## config.mk

```make
export PLATFORM = sky130hd
export DESIGN_NAME = mul_iter
export DESIGN_NICKNAME = d
export VERILOG_FILES = /design/src/rtl/mul_iter_pkg.sv /design/src/rtl/mul_iter_step.sv /design/src/rtl/mul_iter.sv
export SDC_FILE = /design/constraint.sdc
export NUM_CORES = 1
export LEC_CHECK = 0
export ABC_AREA = 0
export BUFFER_PORTS_ARGS = -buffer_cell sky130_fd_sc_hd__buf_4
export CORE_MARGIN = 2
export CORE_UTILIZATION = 57
export DETAILED_ROUTE_END_ITERATION = 7
export PLACE_DENSITY = 0.77
export SLEW_MARGIN = 40
export SYNTH_ARGS = -nofsm -noshare
export SYNTH_HDL_FRONTEND = slang
export SYNTH_SLANG_ARGS = --single-unit
```

## constraint.sdc

```tcl
create_clock -name i_clk -period 4.85 [get_ports i_clk]
set_clock_uncertainty 0.05 [all_clocks]
set_input_delay 0.2425 -clock i_clk [delete_from_list [all_inputs] [get_ports i_clk]]
set_output_delay 0.2425 -clock i_clk [all_outputs]
set_load 0.005 [all_outputs]
```

## src/rtl/mul_iter_pkg.sv

```systemverilog
// Shared definitions for the iterative M-extension multiplier: op encodings,
// FSM states and the per-op operand signedness lookup.
package mul_pkg;

  localparam logic [1:0] MUL_OP_MUL    = 2'b00;
  localparam logic [1:0] MUL_OP_MULH   = 2'b01;
  localparam logic [1:0] MUL_OP_MULHSU = 2'b10;
  localparam logic [1:0] MUL_OP_MULHU  = 2'b11;

  typedef enum logic [1:0] {
    IDLE = 2'b00,
    CALC = 2'b01,
    FIX  = 2'b10
  } state_e;

  // Returns {a_is_signed, b_is_signed} for an op.
  function automatic logic [1:0] op_sign_flags(input logic [1:0] op);
    logic [1:0] flags;
    flags = 2'b00;
    case (op)
      MUL_OP_MULH:   flags = 2'b11;
      MUL_OP_MULHSU: flags = 2'b10;
      default:       flags = 2'b00;
    endcase
    return flags;
  endfunction

endpackage

```

## src/rtl/mul_iter_step.sv

```systemverilog
// One CALC step: multiply the operand magnitude by a BITS_PER_CYCLE-bit
// multiplier chunk, align it to the chunk position and add it into the accumulator.
module mul_iter_step #(
  parameter int XLEN           = 32,
  parameter int BITS_PER_CYCLE = 1,
  parameter int IDX_W          = 6
) (
  input  logic [XLEN-1:0]           mag_i,
  input  logic [BITS_PER_CYCLE-1:0] chunk_i,
  input  logic [IDX_W-1:0]          idx_i,
  input  logic [2*XLEN-1:0]         acc_i,
  output logic [2*XLEN-1:0]         acc_o
);

  localparam int SH_W = $clog2(2 * XLEN) + 1;

  logic [2*XLEN-1:0] mag_ext;
  logic [2*XLEN-1:0] terms [BITS_PER_CYCLE];
  logic [2*XLEN-1:0] chunk_sum;
  logic [SH_W-1:0]   shamt;

  assign mag_ext = {{XLEN{1'b0}}, mag_i};
  assign shamt   = SH_W'(idx_i) * SH_W'(BITS_PER_CYCLE);

  generate
    for (genvar gi = 0; gi < BITS_PER_CYCLE; gi++) begin : g_term
      assign terms[gi] = chunk_i[gi] ? (mag_ext << gi) : '0;
    end
  endgenerate

  always_comb begin
    chunk_sum = '0;
    for (int i = 0; i < BITS_PER_CYCLE; i++) begin
      chunk_sum = chunk_sum + terms[i];
    end
    acc_o = acc_i + (chunk_sum << shamt);
  end

endmodule

```

## src/rtl/mul_iter.sv

```systemverilog
// Iterative MUL/MULH/MULHSU/MULHU unit with start/busy/done handshake.
// Define MUL_ITER_EARLY_OUT_EN to leave CALC as soon as the remaining multiplier is zero.
module mul_iter
  import mul_pkg::*;
#(
  parameter int XLEN           = 32,
  parameter int BITS_PER_CYCLE = 1
) (
  input  logic            i_clk,
  input  logic            i_rst,
  input  logic            i_start,
  input  logic [1:0]      i_op,
  input  logic [XLEN-1:0] i_a,
  input  logic [XLEN-1:0] i_b,
  output logic [XLEN-1:0] o_result,
  output logic            o_busy,
  output logic            o_done
);

  localparam int N     = XLEN / BITS_PER_CYCLE;
  localparam int CNT_W = $clog2(N) + 1;
  localparam logic [2*XLEN-1:0] ACC_ONE = 1;

  generate
    if (XLEN % BITS_PER_CYCLE != 0) begin : g_bad_cfg
      $error("mul_iter: BITS_PER_CYCLE must divide XLEN");
    end
  endgenerate

  state_e            state_q, state_d;
  logic [1:0]        op_q, op_d;
  logic              neg_q, neg_d;
  logic [XLEN-1:0]   mag_a_q, mag_a_d;
  logic [XLEN-1:0]   mult_q, mult_d;
  logic [CNT_W-1:0]  cnt_q, cnt_d;
  logic [2*XLEN-1:0] acc_q, acc_d;
  logic [XLEN-1:0]   result_q, result_d;
  logic              done_q, done_d;

  logic [2*XLEN-1:0] acc_step;
  logic [2*XLEN-1:0] product;
  logic [XLEN-1:0]   mult_shift;
  logic [1:0]        sign_flags;
  logic              sign_a, sign_b, calc_last;

  mul_iter_step #(
    .XLEN           (XLEN),
    .BITS_PER_CYCLE (BITS_PER_CYCLE),
    .IDX_W          (CNT_W)
  ) u_step (
    .mag_i   (mag_a_q),
    .chunk_i (mult_q[BITS_PER_CYCLE-1:0]),
    .idx_i   (cnt_q),
    .acc_i   (acc_q),
    .acc_o   (acc_step)
  );

  always_comb begin
    state_d    = state_q;
    op_d       = op_q;
    neg_d      = neg_q;
    mag_a_d    = mag_a_q;
    mult_d     = mult_q;
    cnt_d      = cnt_q;
    acc_d      = acc_q;
    result_d   = result_q;
    done_d     = 1'b0;

    sign_flags = op_sign_flags(i_op);
    sign_a     = sign_flags[1] & i_a[XLEN-1];
    sign_b     = sign_flags[0] & i_b[XLEN-1];
    mult_shift = mult_q >> BITS_PER_CYCLE;
    product    = neg_q ? (~acc_q + ACC_ONE) : acc_q;

    calc_last  = (cnt_q == CNT_W'(N - 1));
`ifdef MUL_ITER_EARLY_OUT_EN
    calc_last  = calc_last | (mult_shift == '0);
`endif

    case (state_q)
      IDLE: begin
        if (i_start) begin
          op_d    = i_op;
          // Two's-complement negate yields 2^(XLEN-1) for the most-negative value, which fits unsigned.
          mag_a_d = sign_a ? (~i_a + 1'b1) : i_a;
          mult_d  = sign_b ? (~i_b + 1'b1) : i_b;
          neg_d   = sign_a ^ sign_b;
          acc_d   = '0;
          cnt_d   = '0;
          state_d = CALC;
        end
      end
      CALC: begin
        acc_d  = acc_step;
        mult_d = mult_shift;
        cnt_d  = cnt_q + CNT_W'(1);
        if (calc_last) begin
          state_d = FIX;
        end
      end
      FIX: begin
        result_d = (op_q == MUL_OP_MUL) ? product[XLEN-1:0] : product[2*XLEN-1:XLEN];
        done_d   = 1'b1;
        state_d  = IDLE;
      end
      default: state_d = IDLE;
    endcase
  end

  always_ff @(posedge i_clk) begin
    if (i_rst) begin
      state_q  <= IDLE;
      op_q     <= MUL_OP_MUL;
      neg_q    <= 1'b0;
      mag_a_q  <= '0;
      mult_q   <= '0;
      cnt_q    <= '0;
      acc_q    <= '0;
      result_q <= '0;
      done_q   <= 1'b0;
    end else begin
      state_q  <= state_d;
      op_q     <= op_d;
      neg_q    <= neg_d;
      mag_a_q  <= mag_a_d;
      mult_q   <= mult_d;
      cnt_q    <= cnt_d;
      acc_q    <= acc_d;
      result_q <= result_d;
      done_q   <= done_d;
    end
  end

  assign o_busy   = (state_q != IDLE);
  assign o_done   = done_q;
  assign o_result = result_q;

endmodule

```

==> impl_metrics.ini, run 1 <==
[outcome]
status = finished, violations left
failed_checks = design-rule violations

[floorplan]
core-area_mm2 = 0.0261
rows = 59
die_h_um = 167
ios = 103
die_x_um = 167
die_area_mm2 = 0.0280
start_util_pct = 58.2

[route]
via_per_inst = 6.46
avgRoutedWirePerCell_um = 19.6
wl_um = 51000
antenna_left = 0
drt_iter0_markers = 1714
drtPass1Iterations = 8
vias = 16828
drt_drc_violations_left = 7

[synthesis]
synth_warnings = 0
synth_xor_area_share_pct = 7.31
syn_area_per_cell_um2 = 7.21
synthesis.nets = 2248
synthMuxAreaShare_pct = 8.01
synth-adder-area-share_pct = 5.72
yosys.cell_types.count = 74
yosys.area_share.simple_pct = 23.1
syn_inst = 2110
synth-async-reset-ratio_pct = 0
synth_top_family_by_area = compound AO/OA/AOI/OAI gates
synth-compound-area-share_pct = 28.3
yosysSeqAreaShare_pct = 22.6
synth_edf_count = 0
synth_seq_cells = 172
synth_ff_type = dfxtp_1
syn_area_mm2 = 0.0152

[critical_path]
path_class = reg -> reg
start_kind = register
cp_max_fo = 22
crit_required_ps = 5160
arrival_ps = 4990
cp-end-kind = register

[power_and_ir_drop]
power.leakage_nw = 7.52
ir_drop_v = 0.000213
p_per_area_mw_per_mm2 = 205

[cts]
cts_num_sinks = 172
numCtsBuffers = 17
root_buffer = clkbuf_16
clk_latency_ps = 450
cts.hold.buffers_added = 0
cts_buffer_depth = 2
cts_tree = built
path_clk_slew_ps = 70
h-tree-depth = 4

[timing]
setup_viol = 0
setup_slack_ps = 176
max-slew-margin-rel_pct = 42.7
finalCritPeriodShare_pct = 96.4
finalCriticalPeriod_ps = 4670
finalHoldViolCount = 0
max_clock_freq_mhz = 214
tightest_slew_ps = 852
slew_violations = 0

[global_route]
grt-ovfl-total = 0
use_met3_pct = 3.71
grt_usage_pct = 35.6
grt_busiest_layer = met2
grt_pass1_vias = 15532
grt_pass1_wl_um = 80800
antenna_found_initial = 0
met1_usage_pct = 46.7
grt_use_met2_pct = 57.2
grt_max_degree = 69

[place]
dp_hpwl_um = 38900
place_congestion = 1.05
io_buffers = 102
dp_worst_setup_slack_ps = -169

[final_layout]
utilization_pct = 68.6
fill_cells = 2362
regArea_mm2 = 0.00345
nets = 2393
antenna_cells = 0
multi_input_area_mm2 = 0.0111
area_growth_pct = 17.8
drive_gt1_share_pct = 17.0

[min_path]
hold_class = in -> reg

[job]
cap_violations = 0
[area by class of cell]
type / count / area share (%)
well taps: 335 / 2.34
flip-flops and latches: 172 / 19.2
clock buffers: 18 / 2.45
repair buffers: 279 / 12.0
clock inverters: 14 / 0.823
inverters: 45 / 0.942
multi-input cells: 1740 / 62.2
[cells in the final DEF (no fill, tap or decap), drive strengths merged, types with 13 or more instances in the layout]
cell      n
nand2   286
buf     279
a21oi   195
nor2    186
o21ai   182
dfxtp   172
nand3   104
ha       68
xnor2    66
xor2     61
mux2i    52
inv      52
a21o     42
nor3     40
a211oi   32
a22oi    30
mux4     28
a31oi    28
o22ai    23
or3      22
nor4     22
nand4    20
and2     20
o211ai   18
a311oi   18
o21bai   18
clkbuf   18
o31ai    17
and3     16
a22o     14
nand2b   14
o41ai    13
[final timing paths]
path | start | slack [ps] | end | depth (start not counted)
max | cnt_q[2]$_SDFFE_PP0P_ | 180 | acc_q[62]$_SDFFE_PP0P_ | 17
min | i_a[0] | 20 | mag_a_q[0]$_SDFFE_PP0P_ | 3
max reg2reg | cnt_q[2]$_SDFFE_PP0P_ | 180 | acc_q[62]$_SDFFE_PP0P_ | 17
min reg2reg | o_result[1]$_SDFFE_PP0P_ | 390 | o_result[1]$_SDFFE_PP0P_ | 2
[power breakdown]
| group | internal (W) | switching (W) | total, W | leakage, nW |
|---|---|---|---|---|
| combinational | 0.000300 | 0.000447 | 0.000746 | 5.83 |
| clock | 0.000703 | 0.000705 | 0.00141 | 0.282 |
| sequential | 0.00146 | 0.0000546 | 0.00152 | 1.40 |
[Yosys cell counts (all sizes together) (6+ instances only)]
master	count	share of area, %
a211oi	32	1.6
a21o	42	2.1
a21oi	195	6.4
a221oi	9	0.52
a22o	14	0.81
a22oi	30	1.5
a311oi	18	1.0
a31oi	28	1.2
and2	20	0.82
and3	16	0.66
buf	25	0.70
clkbuf	128	3.2
dfxtp	172	23
ha	68	5.6
inv	45	1.1
mux2	6	0.44
mux2i	52	3.4
mux4	28	4.1
nand2	286	7.1
nand2b	14	0.59
nand3	104	3.4
nand4	20	0.82
nor2	186	4.6
nor2b	12	0.49
nor3	40	1.4
nor4	22	1.0
o211ai	18	0.89
o21a	12	0.59
o21ai	182	6.0
o21bai	18	0.89
o22ai	23	0.95
o31ai	17	0.84
o41ai	13	0.75
or3	22	0.90
or4	8	0.39
xnor2	66	3.8
xor2	61	3.5
[flip-flops by register name, summed over array words and instances (netlist names)]
name      count
acc_q        64
mag_a_q      32
mult_q       32
o_result     32
cnt_q         6
op_q          2
state_q       2
neg_q         1
o_done        1
[logic make-up after synthesis]
family	count (synthesis)
and+or+nand+nor	768
muxes	86
AOI/OAI and AO/OA	690
xor gates and xnor gates	127
DFF	172
buffers and inverters	198
adders and majority gates	69
[layer usage]
metal	wire, um	part of all wire (%)	vias up
met4	3110	6.1	0
met2	22800	45	779
li1	-	-	8049
met3	3890	7.6	143
met5	0	0	-
met1	21300	42	7857
[stage by stage]
step                      hold slack [ps]  TNS (ps)  area [um^2]  power [W]  cells
after floorplan                       328         0        15200    0.00204   2110
final                                16.2         0        17900    0.00367   2603
after detailed placement              381      -295        17200    0.00228   2570
after global placement                376     -20.5        17200    0.00226   2570
after CTS                            10.8     -93.5        17800    0.00367   2602
after global routing                 41.5     -8.16        17900    0.00381   2603
[critical path, cell delays in order (launching register included)]
cell,delay (ps)
dfxtp_1,320
inv_1,480
buf_4,290
mux4_2,580
mux2_2,310
nor2_1,240
ha_1,210
buf_4,160
a21oi_1,60
o21ai_0,320
a21oi_1,130
o21a_1,210
o211ai_1,310
o21ai_4,130
o31ai_4,260
a311oi_2,170
o21ai_1,180
mux2i_1,180
[what timing repair did]
item	4_1_cts	5_1_grt
resized for setup	3	25
endpoints found under the setup margin	5	21
buffers inserted	0	1
endpoints found under the hold margin	0	0
pin swaps	0	2
Power figures use the tool's default switching activity.
==> run 2: changes to the inputs <==
RECOVER_POWER = 25   (was not set)
==> run 2 against run 1 <==
The flow finishes with violations (design-rule violations, max-capacitance violations, max-slew violations). First-iteration DRC count is 3.8% higher. Via count is 0.21% lower. Routed wire length is 0.29% lower. Final area is 0.17% lower. Clock-buffer cell count stayed put. Sequential power hardly changed. Core utilization is 0.12 points lower. Highest routed layer unchanged.
==> impl_metrics.ini, run 2 (synthesized netlist as in run 1, its figures left out) <==
[final_layout]
utilization_pct = 68.5
drive_gt1_share_pct = 16.7
layout_commonest_cell = nand2_1
antenna_cells = 0
nets = 2393
mostFrequentLayoutCells = nand2_1 (286), buf_4 (236), a21oi_1 (194)
area_growth_pct = 17.6
largest_reg_flops = 64
largest_register = acc_q

[critical_path]
crit_required_ps = 5170
cp-end-kind = register
crit_chain = inv_1 > buf_4 > mux4_2 > mux2_2 > nor2_1 > ha_1 > buf_4 > a21oi_1 > o21ai_0 > a21oi_1 > o21a_1 > o211ai_1 > o21ai_4 > o31ai_4 > a311oi_2 > o21ai_1 > mux2i_1
arrival_ps = 4970
start_kind = register
path_class = reg -> reg
slowest_delay_ps = 580
cp_max_fo = 22
cpMaxStageDelayCell = mux4_2
critPathBufInv = 3
critPathTopFamily = compound AO/OA/AOI/OAI gates

[min_path]
hold_class = in -> reg

[timing]
finalCritPeriodShare_pct = 95.9
finalHoldViolCount = 0
tightest_slew_ps = 1950
setup_tns_ps = 0
slew_violations = 61
max-slew-margin-rel_pct = -30.3
whs_ps = 12.8
max_clock_freq_mhz = 215
setup_viol = 0
setup_slack_ps = 197
finalCriticalPeriod_ps = 4650

[power_and_ir_drop]
ir_drop_v = 0.000216
swShare_pct = 32.9
power.leakage_nw = 7.47
p_comb_share_pct = 20.3
p_int_w = 0.00246
pwr-share-seq_pct = 41.3
clockPowerShare_pct = 38.4
p_per_area_mw_per_mm2 = 205
power_w = 0.00367
p_switching_w = 0.00121

[global_route]
grt_max_degree = 69
antenna_found_initial = 0
grt_use_met2_pct = 57.2
grt_busiest_layer = met2
use_met3_pct = 3.71
grt_pass1_wl_um = 80800
grt_pass1_vias = 15532
grt_usage_pct = 35.6
met1_usage_pct = 46.7
grt-ovfl-total = 0

[route]
avgRoutedWirePerCell_um = 19.5
vias = 16792
via_per_inst = 6.45
wl_um = 50900
drtPass1Iterations = 8
drt_iter0_markers = 1779
drt_drc_violations_left = 7
antenna_left = 0

[cts]
numCtsBuffers = 17
cts.hold.buffers_added = 0
cts_buffer_depth = 2
cts_tree = built
root_buffer = clkbuf_16
clk_latency_ps = 450
cts_num_sinks = 172
path_clk_slew_ps = 70
h-tree-depth = 4

[floorplan]
die_area_mm2 = 0.0280
start_util_pct = 58.2
core-area_mm2 = 0.0261
die_h_um = 167
die_x_um = 167
ios = 103
rows = 59

[place]
io_buffers = 102
dp_worst_setup_slack_ps = -169
place_congestion = 1.05
dp_hpwl_um = 38900

[outcome]
status = finished, violations left
failed_checks = design-rule violations, max-capacitance violations, max-slew violations

[job]
cap_violations = 2
==> run 2: final timing paths <==
check        slack (ps)                      from  cells after the start                  endpoint
max reg2reg         200     cnt_q[2]$_SDFFE_PP0P_                     17    acc_q[62]$_SDFFE_PP0P_
min                  10                    i_a[0]                      3   mag_a_q[0]$_SDFFE_PP0P_
min reg2reg         390  o_result[1]$_SDFFE_PP0P_                      2  o_result[1]$_SDFFE_PP0P_
max                 200     cnt_q[2]$_SDFFE_PP0P_                     17    acc_q[62]$_SDFFE_PP0P_
==> run 2: area by class of cell <==
cell class	count	area, um^2
fill	2369	8230
multi-input combinational	1740	11100
clock buffer	18	439
clock inverter	14	148
timing repair buffer	279	2140
sequential	172	3450
tap	335	419
inverter	45	169
==> run 2: routing by layer <==
metal / part of all wire (%) / vias up / routed length (um)
met5: 0 / - / 0
met4: 6.2 / 0 / 3170
met3: 7.5 / 156 / 3820
met2: 45 / 782 / 22600
met1: 42 / 7803 / 21200
li1: - / 8051 / -
==> run 2: what timing repair did <==
action                                  CTS  global route
gates resized for setup                   3            25
setup buffers                             0             1
pin swaps                                 0             2
endpoints found under the setup margin    5            21
==> run 2: metrics by stage <==
step,area [um^2],cells
2_1_floorplan,15200,2110
3_3_place_gp,17200,2570
3_5_place_dp,17200,2570
4_1_cts,17800,2602
5_1_grt,17900,2603
6_report,17900,2603
==> run 2: tightest hold or removal path, cell delays in order <==
cell and delay (ps):
buf_4 120, nand2_1 50, a21oi_1 50
==> run 2: power by group through the flow <==
stage	registers (W)	clock network, W	logic, W
floorplan	0.00153	0	0.000513
global placement	0.00155	0	0.000718
detailed placement	0.00155	0	0.000732
CTS	0.00152	0.00142	0.000735
global route	0.00153	0.00146	0.000818
finish	0.00152	0.00141	0.000744
